[src/rtl/led_share_arbiter_if.sv]
// LED-bank sharing bus: request/pattern vectors from the pattern sources,
// grant/done/LED drive back from the arbiter.
interface led_share_arbiter_if #(
  parameter int NUM_REQ = 4
);
  logic [NUM_REQ-1:0]   req;
  logic [8*NUM_REQ-1:0] pattern;
  logic [NUM_REQ-1:0]   grant;
  logic [NUM_REQ-1:0]   done;
  logic [7:0]           leds;
  logic                 busy;

  // Pattern-source side
  modport master (
    output req, pattern,
    input  grant, done, leds, busy
  );

  // Arbiter side
  modport slave (
    input  req, pattern,
    output grant, done, leds, busy
  );
endinterface

[src/rtl/led_share_arbiter.sv]
// Round-robin owner of the 8-bit LED bank. Each winner drives the LEDs for
// HOLD_TICKS prescaler ticks unless it drops its request first; every grant
// is followed by a one-cycle GAP and an IDLE cycle before the next one.
module led_share_arbiter #(
  parameter int          NUM_REQ      = 4,
  parameter int          TICK_DIV     = 12_000_000,
  parameter int          HOLD_TICKS   = 4,
  parameter logic [7:0]  IDLE_PATTERN = 8'h00
) (
  input  logic                 clk,
  input  logic                 rst,
  led_share_arbiter_if.slave   bus
);

  localparam int IDX_W = $clog2(NUM_REQ);
  localparam int PRE_W = (TICK_DIV > 1) ? $clog2(TICK_DIV) : 1;
  localparam int TCK_W = $clog2(HOLD_TICKS) + 1;

  localparam logic [PRE_W-1:0]   PRE_LAST = PRE_W'(TICK_DIV - 1);
  localparam logic [TCK_W-1:0]   TCK_LAST = TCK_W'(HOLD_TICKS - 1);
  localparam logic [IDX_W-1:0]   IDX_LAST = IDX_W'(NUM_REQ - 1);
  localparam logic [NUM_REQ-1:0] ONE      = NUM_REQ'(1);

  typedef enum logic [1:0] {
    S_IDLE,
    S_SHOW,
    S_GAP
  } state_t;

  state_t             r_state;
  logic [NUM_REQ-1:0] r_grant;
  logic [NUM_REQ-1:0] r_done;
  logic [7:0]         r_leds;
  logic               r_busy;
  logic [PRE_W-1:0]   r_pre;
  logic [TCK_W-1:0]   r_ticks;
  logic [IDX_W-1:0]   r_last;

  logic [IDX_W-1:0]   w_idx;
  logic [IDX_W-1:0]   w_win;
  logic               w_any;
  logic [7:0]         w_win_pat;
  logic [7:0]         w_cur_pat;
  logic               w_tick;
  logic               w_timeout;
  logic               w_held;

  assign bus.grant = r_grant;
  assign bus.done  = r_done;
  assign bus.leds  = r_leds;
  assign bus.busy  = r_busy;

  // Round-robin pick: first set request after last winner, with wrap.
  always_comb begin
    // NOTE: every output of a combinational block gets a default before any
    // conditional assignment, otherwise the unassigned paths infer latches.
    w_idx = r_last;
    w_win = r_last;
    w_any = 1'b0;
    for (int k = 0; k < NUM_REQ; k++) begin
      w_idx = (w_idx == IDX_LAST) ? '0 : w_idx + IDX_W'(1);
      if (!w_any && bus.req[w_idx]) begin
        w_win = w_idx;
        w_any = 1'b1;
      end
    end
  end

  // Pattern muxes: new winner's pattern and current owner's pattern.
  always_comb begin
    w_win_pat = IDLE_PATTERN;
    w_cur_pat = IDLE_PATTERN;
    for (int i = 0; i < NUM_REQ; i++) begin
      if (w_win == IDX_W'(i))  w_win_pat = bus.pattern[8*i +: 8];
      if (r_last == IDX_W'(i)) w_cur_pat = bus.pattern[8*i +: 8];
    end
  end

  assign w_tick    = (r_pre == PRE_LAST);
  assign w_timeout = w_tick && (r_ticks == TCK_LAST);
  assign w_held    = bus.req[r_last];

  // Arbitration FSM with registered grant/done/leds/busy.
  always_ff @(posedge clk) begin
    // NOTE: state registers use non-blocking assignments so every register
    // samples the pre-edge values regardless of statement order.
    if (rst) begin
      r_state <= S_IDLE;
      r_grant <= '0;
      r_done  <= '0;
      r_leds  <= IDLE_PATTERN;
      r_busy  <= 1'b0;
      r_pre   <= '0;
      r_ticks <= '0;
      r_last  <= IDX_LAST;
    end else begin
      r_done <= '0;
      case (r_state)
        S_IDLE: begin
          if (w_any) begin
            r_state <= S_SHOW;
            r_grant <= ONE << w_win;
            r_last  <= w_win;
            r_pre   <= '0;
            r_ticks <= '0;
            r_leds  <= w_win_pat;
            r_busy  <= 1'b1;
          end else begin
            r_grant <= '0;
            r_leds  <= IDLE_PATTERN;
            r_busy  <= 1'b0;
          end
        end

        S_SHOW: begin
          if (!w_held) begin
            // Early release takes precedence over a coincident timeout.
            r_state <= S_GAP;
            r_grant <= '0;
            r_leds  <= IDLE_PATTERN;
            r_busy  <= 1'b1;
          end else if (w_timeout) begin
            r_state <= S_GAP;
            r_grant <= '0;
            r_done  <= ONE << r_last;
            r_leds  <= IDLE_PATTERN;
            r_busy  <= 1'b1;
          end else begin
            r_pre  <= w_tick ? '0 : r_pre + PRE_W'(1);
            if (w_tick) r_ticks <= r_ticks + TCK_W'(1);
            r_leds <= w_cur_pat;
            r_busy <= 1'b1;
          end
        end

        S_GAP: begin
          r_state <= S_IDLE;
          r_grant <= '0;
          r_leds  <= IDLE_PATTERN;
          r_busy  <= 1'b0;
        end

        default: begin
          r_state <= S_IDLE;
          r_grant <= '0;
          r_leds  <= IDLE_PATTERN;
          r_busy  <= 1'b0;
        end
      endcase
    end
  end

endmodule
[src/flat_wrapper.sv]
// flat-port wrapper written by rule: the top's interface ports become plain ports
module led_share_arbiter_flat 
#(
  parameter int          NUM_REQ      = 4,
  parameter int          TICK_DIV     = 12_000_000,
  parameter int          HOLD_TICKS   = 4,
  parameter logic [7:0]  IDLE_PATTERN = 8'h00
)
  (clk, rst, bus_req, bus_pattern, bus_grant, bus_done, bus_leds, bus_busy);
  led_share_arbiter_if #(.NUM_REQ(NUM_REQ)) bus_i ();
  input  logic clk;
  input  logic rst;
  input wire logic [$bits(bus_i.req)-1:0] bus_req;
  input wire logic [$bits(bus_i.pattern)-1:0] bus_pattern;
  output wire logic [$bits(bus_i.grant)-1:0] bus_grant;
  output wire logic [$bits(bus_i.done)-1:0] bus_done;
  output wire logic [$bits(bus_i.leds)-1:0] bus_leds;
  output wire logic [$bits(bus_i.busy)-1:0] bus_busy;
  assign bus_i.req = bus_req;
  assign bus_i.pattern = bus_pattern;
  assign bus_grant = bus_i.grant;
  assign bus_done = bus_i.done;
  assign bus_leds = bus_i.leds;
  assign bus_busy = bus_i.busy;
  led_share_arbiter #(.NUM_REQ(NUM_REQ), .TICK_DIV(TICK_DIV), .HOLD_TICKS(HOLD_TICKS), .IDLE_PATTERN(IDLE_PATTERN)) u_core (.clk(clk), .rst(rst), .bus(bus_i));
endmodule
[config.mk]
export PLATFORM = sky130hd
export DESIGN_NAME = led_share_arbiter_flat
export DESIGN_NICKNAME = d
export VERILOG_FILES = /design/src/rtl/led_share_arbiter_if.sv /design/src/rtl/led_share_arbiter.sv /design/src/flat_wrapper.sv
export SDC_FILE = /design/constraint.sdc
export NUM_CORES = 1
export LEC_CHECK = 0
export CAP_MARGIN = 10
export CORE_ASPECT_RATIO = 2
export CORE_MARGIN = 5
export CORE_UTILIZATION = 33
export CTS_BUF_LIST = sky130_fd_sc_hd__clkbuf_16
export CTS_CLUSTER_SIZE = 8
export DETAILED_ROUTE_END_ITERATION = 8
export PLACE_DENSITY_LB_ADDON = 0.2
export SYNTH_ARGS = -nofsm -noshare
export SYNTH_HDL_FRONTEND = slang
export SYNTH_SLANG_ARGS = --single-unit
[constraint.sdc]
create_clock -name clk -period 3.2 [get_ports clk]
set_input_delay 0.96 -clock clk [delete_from_list [all_inputs] [get_ports clk]]
set_output_delay 0.96 -clock clk [all_outputs]
set_load 0.02 [all_outputs]
==> impl_metrics.yaml <==
outcome:
  result_of_the_run: "completed"
worst_setup_path:
  cp.required_ps: 3370
  path_cells: "clkdlybuf4s50_1, mux2i_1, a221o_2, a21oi_2, mux2i_4, buf_4, mux2i_1, o221ai_1"
  cpMaxStageDelayCell: "sky130_fd_sc_hd__clkdlybuf4s50_1"
  timing_worst_setup_path_type: "input port to flip-flop"
  critPathMostFrequentCell: "sky130_fd_sc_hd__mux2i_1"
  worst_setup_path_end_kind: "flip-flop"
  critPathLaunchType: "input port"
  worst_ep_arrival_ps: 3160
  cp_max_fo: 5
  cp_slowest_stage_delay_ps: 580
sta:
  unrepaired_setup_endpoints_after_global_routing: "no"
  finalSetupViolations: 0
  maxSlewHeadroom_pct: 32.5
  setup_tns_ps: 0
  count_of_final_max_slew_check_failures: 0
  final.period_utilization_pct: 93.3
  worst-slew-pin-transition_ps: 1000
  report.final.hold_viol_count: 0
  finClkSkew_ps: 9.92
  period_minus_slack_ps: 2980
  fmax_mhz: 335
die:
  boundaryPins: 55
  core_area_um2: 8650
  starting_density_of_the_core_pct: 33.8
  die_width_um: 76.5
  die_area_um2: 11000
  floorplan.rows: 48
  die-height_um: 143
drt:
  number_of_detailed_routing_iterations_run_before_antenna_repair: 4
  first_iter_violations: 102
  wirelength_um: 7880
  final_antenna_net_count: 0
  detail_route.drc_violations: 0
  dr_total_vias: 2740
  viasPerCell: 5.36
  detail_route.wl_per_cell_um: 15.4
global_routing:
  globalRouteOverflowTotal: 0
  grt_first_pass_wirelength_um: 12800
  number_of_global_route_vias_before_repair: 2783
  pin_count_of_the_biggest_net_entering_global_routing: 24
  grtUsageTotal_pct: 14.4
  grt_antenna_before_repair: 0
layout:
  fin_area_um2: 3800
  final_cell_count_no_fill: 511
  areaGrowthSynthToFinish_pct: 30.0
  drive_above_1_share_pct: 11.2
  antenna_cells_inserted: 0
  design.final.nets: 455
logic_synthesis:
  synth.distinct_cells: 58
  async_reset_ff_share_pct: 0
  synthesized_area_um2: 2920
  postSynthRegisterBits: 48
  yosysTopAreaCell: "sky130_fd_sc_hd__dfxtp_1"
  synth.avg_cell_area_um2: 8.40
  ys_top_cells_by_count: "sky130_fd_sc_hd__dfxtp_1, sky130_fd_sc_hd__nand2_1, sky130_fd_sc_hd__nor2_1"
  synthesis.nets: 393
  synth.yosys.warnings: 0
  post_synth_main_area_contributors: "sky130_fd_sc_hd__dfxtp_1, sky130_fd_sc_hd__mux2i_1, sky130_fd_sc_hd__nand2_1, sky130_fd_sc_hd__nor2_1, sky130_fd_sc_hd__a21oi_1"
  synth.top_cell.area_share_pct: 32.9
  synth_top_flop_cell: "sky130_fd_sc_hd__dfxtp_1"
  postSynthCellCount: 348
  synth_most_common_cell: "sky130_fd_sc_hd__dfxtp_1"
  yosysSeqAreaShare_pct: 32.9
  synth-edff-count: 0
placement:
  place.detailed.hpwl_um: 6380
  dpl_cell_area_um2: 3650
  gpl.final_weighted_congestion: 0.859
  numPlacedInstances: 503
  placement.io_buffers: 54
clock_network:
  number_of_clock_sinks: 48
  path_clk_slew_ps: 70
  numCtsBuffers: 5
  post_cts_resized: 0
  postCtsSetupRepairBufs: 0
  cts-htree-levels: 2
  tritoncts: "done"
  clockRootBuffer: "sky130_fd_sc_hd__clkbuf_16"
  clk-insertion-delay-late_ps: 300
  cts_buffer_depth: 2
  hold_buffers: 0
power:
  cell_leakage_power_nw: 1.41
  power.density_cell_area_nw_per_um2: 823
  worst_ir_drop_vdd_mv: 0.600
job:
  max_cap_viol_count: 0
min_path:
  worst_hold_path_type: "flip-flop to flip-flop"
-- cell families after synthesis --
logic type               Yosys count  share of synthesized area, %
AND/OR/NAND/NOR                  149                          26.5
AO/OA/AOI/OAI                     73                          17.1
flip-flops                        48                          32.9
buffers and inverters             27                          5.05
XOR/XNOR                          22                          6.59
multiplexers                      22                          8.86
adder cells (fa/ha/maj)            7                          3.00
-- final timing paths --
check,start,endpoint,slack [ps],cells past startpoint
max,bus_req[1],u_core.bus.leds[1]$_SDFF_PP0_,220,8
min,u_core.r_ticks[2]$_SDFFE_PP0P_,u_core.r_ticks[2]$_SDFFE_PP0P_,450,2
max reg2reg,u_core.r_last[0]$_SDFFE_PP1P_,u_core.bus.leds[1]$_SDFF_PP0_,450,9
min reg2reg,u_core.r_ticks[2]$_SDFFE_PP0P_,u_core.r_ticks[2]$_SDFFE_PP0P_,450,2
-- area by class of cell --
type / instances / area (um2)
Clock buffer: 5 / 125
Clock inverter: 3 / 23.8
Fill cell: 918 / 4850
Inverter: 7 / 26.3
Multi-Input combinational cell: 273 / 1810
Sequential cell: 48 / 961
Tap cell: 100 / 125
Timing Repair Buffer: 75 / 723
-- registers in the layout, summed over array words and instances, names as in the netlist --
register / cells
u_core.bus.leds: 8
u_core.r_last: 2
u_core.r_ticks: 3
u_core.bus.busy: 1
u_core.r_pre: 24
u_core.bus.grant: 4
u_core.r_state: 2
u_core.bus.done: 4
-- metal layers --
layer | vias to the layer above | GRT usage, % | share of wire, %
met4 | 0 | 5.90 | 2.4
met5 | - | 0 | 0
met2 | 55 | 30.5 | 59
met3 | 12 | 2.40 | 3.4
li1 | 1375 | - | -
met1 | 1298 | 12.7 | 35
-- worst max-delay path: cells and delay by family --
family	cells	cell delay (ps)
muxes	3	660
buffers and inverters	2	760
AOI/OAI and AO/OA	3	780
-- per-stage QoR --
step	util, %	setup WS (ps)	hold WS [ps]	total power, mW
final	43.9	215	452	3.12
after global routing	43.9	24.2	477	3.33
after CTS	43.9	192	454	3.16
after detailed placement	42.2	-112	444	2.62
after global placement	42.2	-140	444	2.61
after floorplan	-	368	432	2.04
-- layout by cell type, fill, tap and decap left out, types with 3 or more instances in the layout --
| master | count |
|---|---|
| sky130_fd_sc_hd__a211oi_1 | 3 |
| sky130_fd_sc_hd__a21oi_1 | 25 |
| sky130_fd_sc_hd__a22oi_1 | 7 |
| sky130_fd_sc_hd__and3_1 | 11 |
| sky130_fd_sc_hd__and4_1 | 4 |
| sky130_fd_sc_hd__buf_4 | 19 |
| sky130_fd_sc_hd__clkbuf_16 | 5 |
| sky130_fd_sc_hd__clkdlybuf4s50_1 | 54 |
| sky130_fd_sc_hd__dfxtp_1 | 48 |
| sky130_fd_sc_hd__ha_1 | 7 |
| sky130_fd_sc_hd__inv_1 | 7 |
| sky130_fd_sc_hd__mux2i_1 | 18 |
| sky130_fd_sc_hd__nand2_1 | 42 |
| sky130_fd_sc_hd__nand2_4 | 3 |
| sky130_fd_sc_hd__nand2b_1 | 4 |
| sky130_fd_sc_hd__nand3_1 | 7 |
| sky130_fd_sc_hd__nand3b_1 | 4 |
| sky130_fd_sc_hd__nand4_1 | 7 |
| sky130_fd_sc_hd__nor2_1 | 39 |
| sky130_fd_sc_hd__nor2b_1 | 3 |
| sky130_fd_sc_hd__nor3_1 | 7 |
| sky130_fd_sc_hd__o21ai_0 | 11 |
| sky130_fd_sc_hd__o221ai_1 | 10 |
| sky130_fd_sc_hd__or3_1 | 4 |
| sky130_fd_sc_hd__xnor2_1 | 9 |
| sky130_fd_sc_hd__xor2_1 | 13 |
-- report_power, final --
part           internal [mW]  switching [mW]  total (mW)
clock network          0.291           0.239       0.529
registers              0.681          0.0466       0.728
logic                  0.891           0.977        1.87
Note: power is estimated with default switching activity, not from simulation.
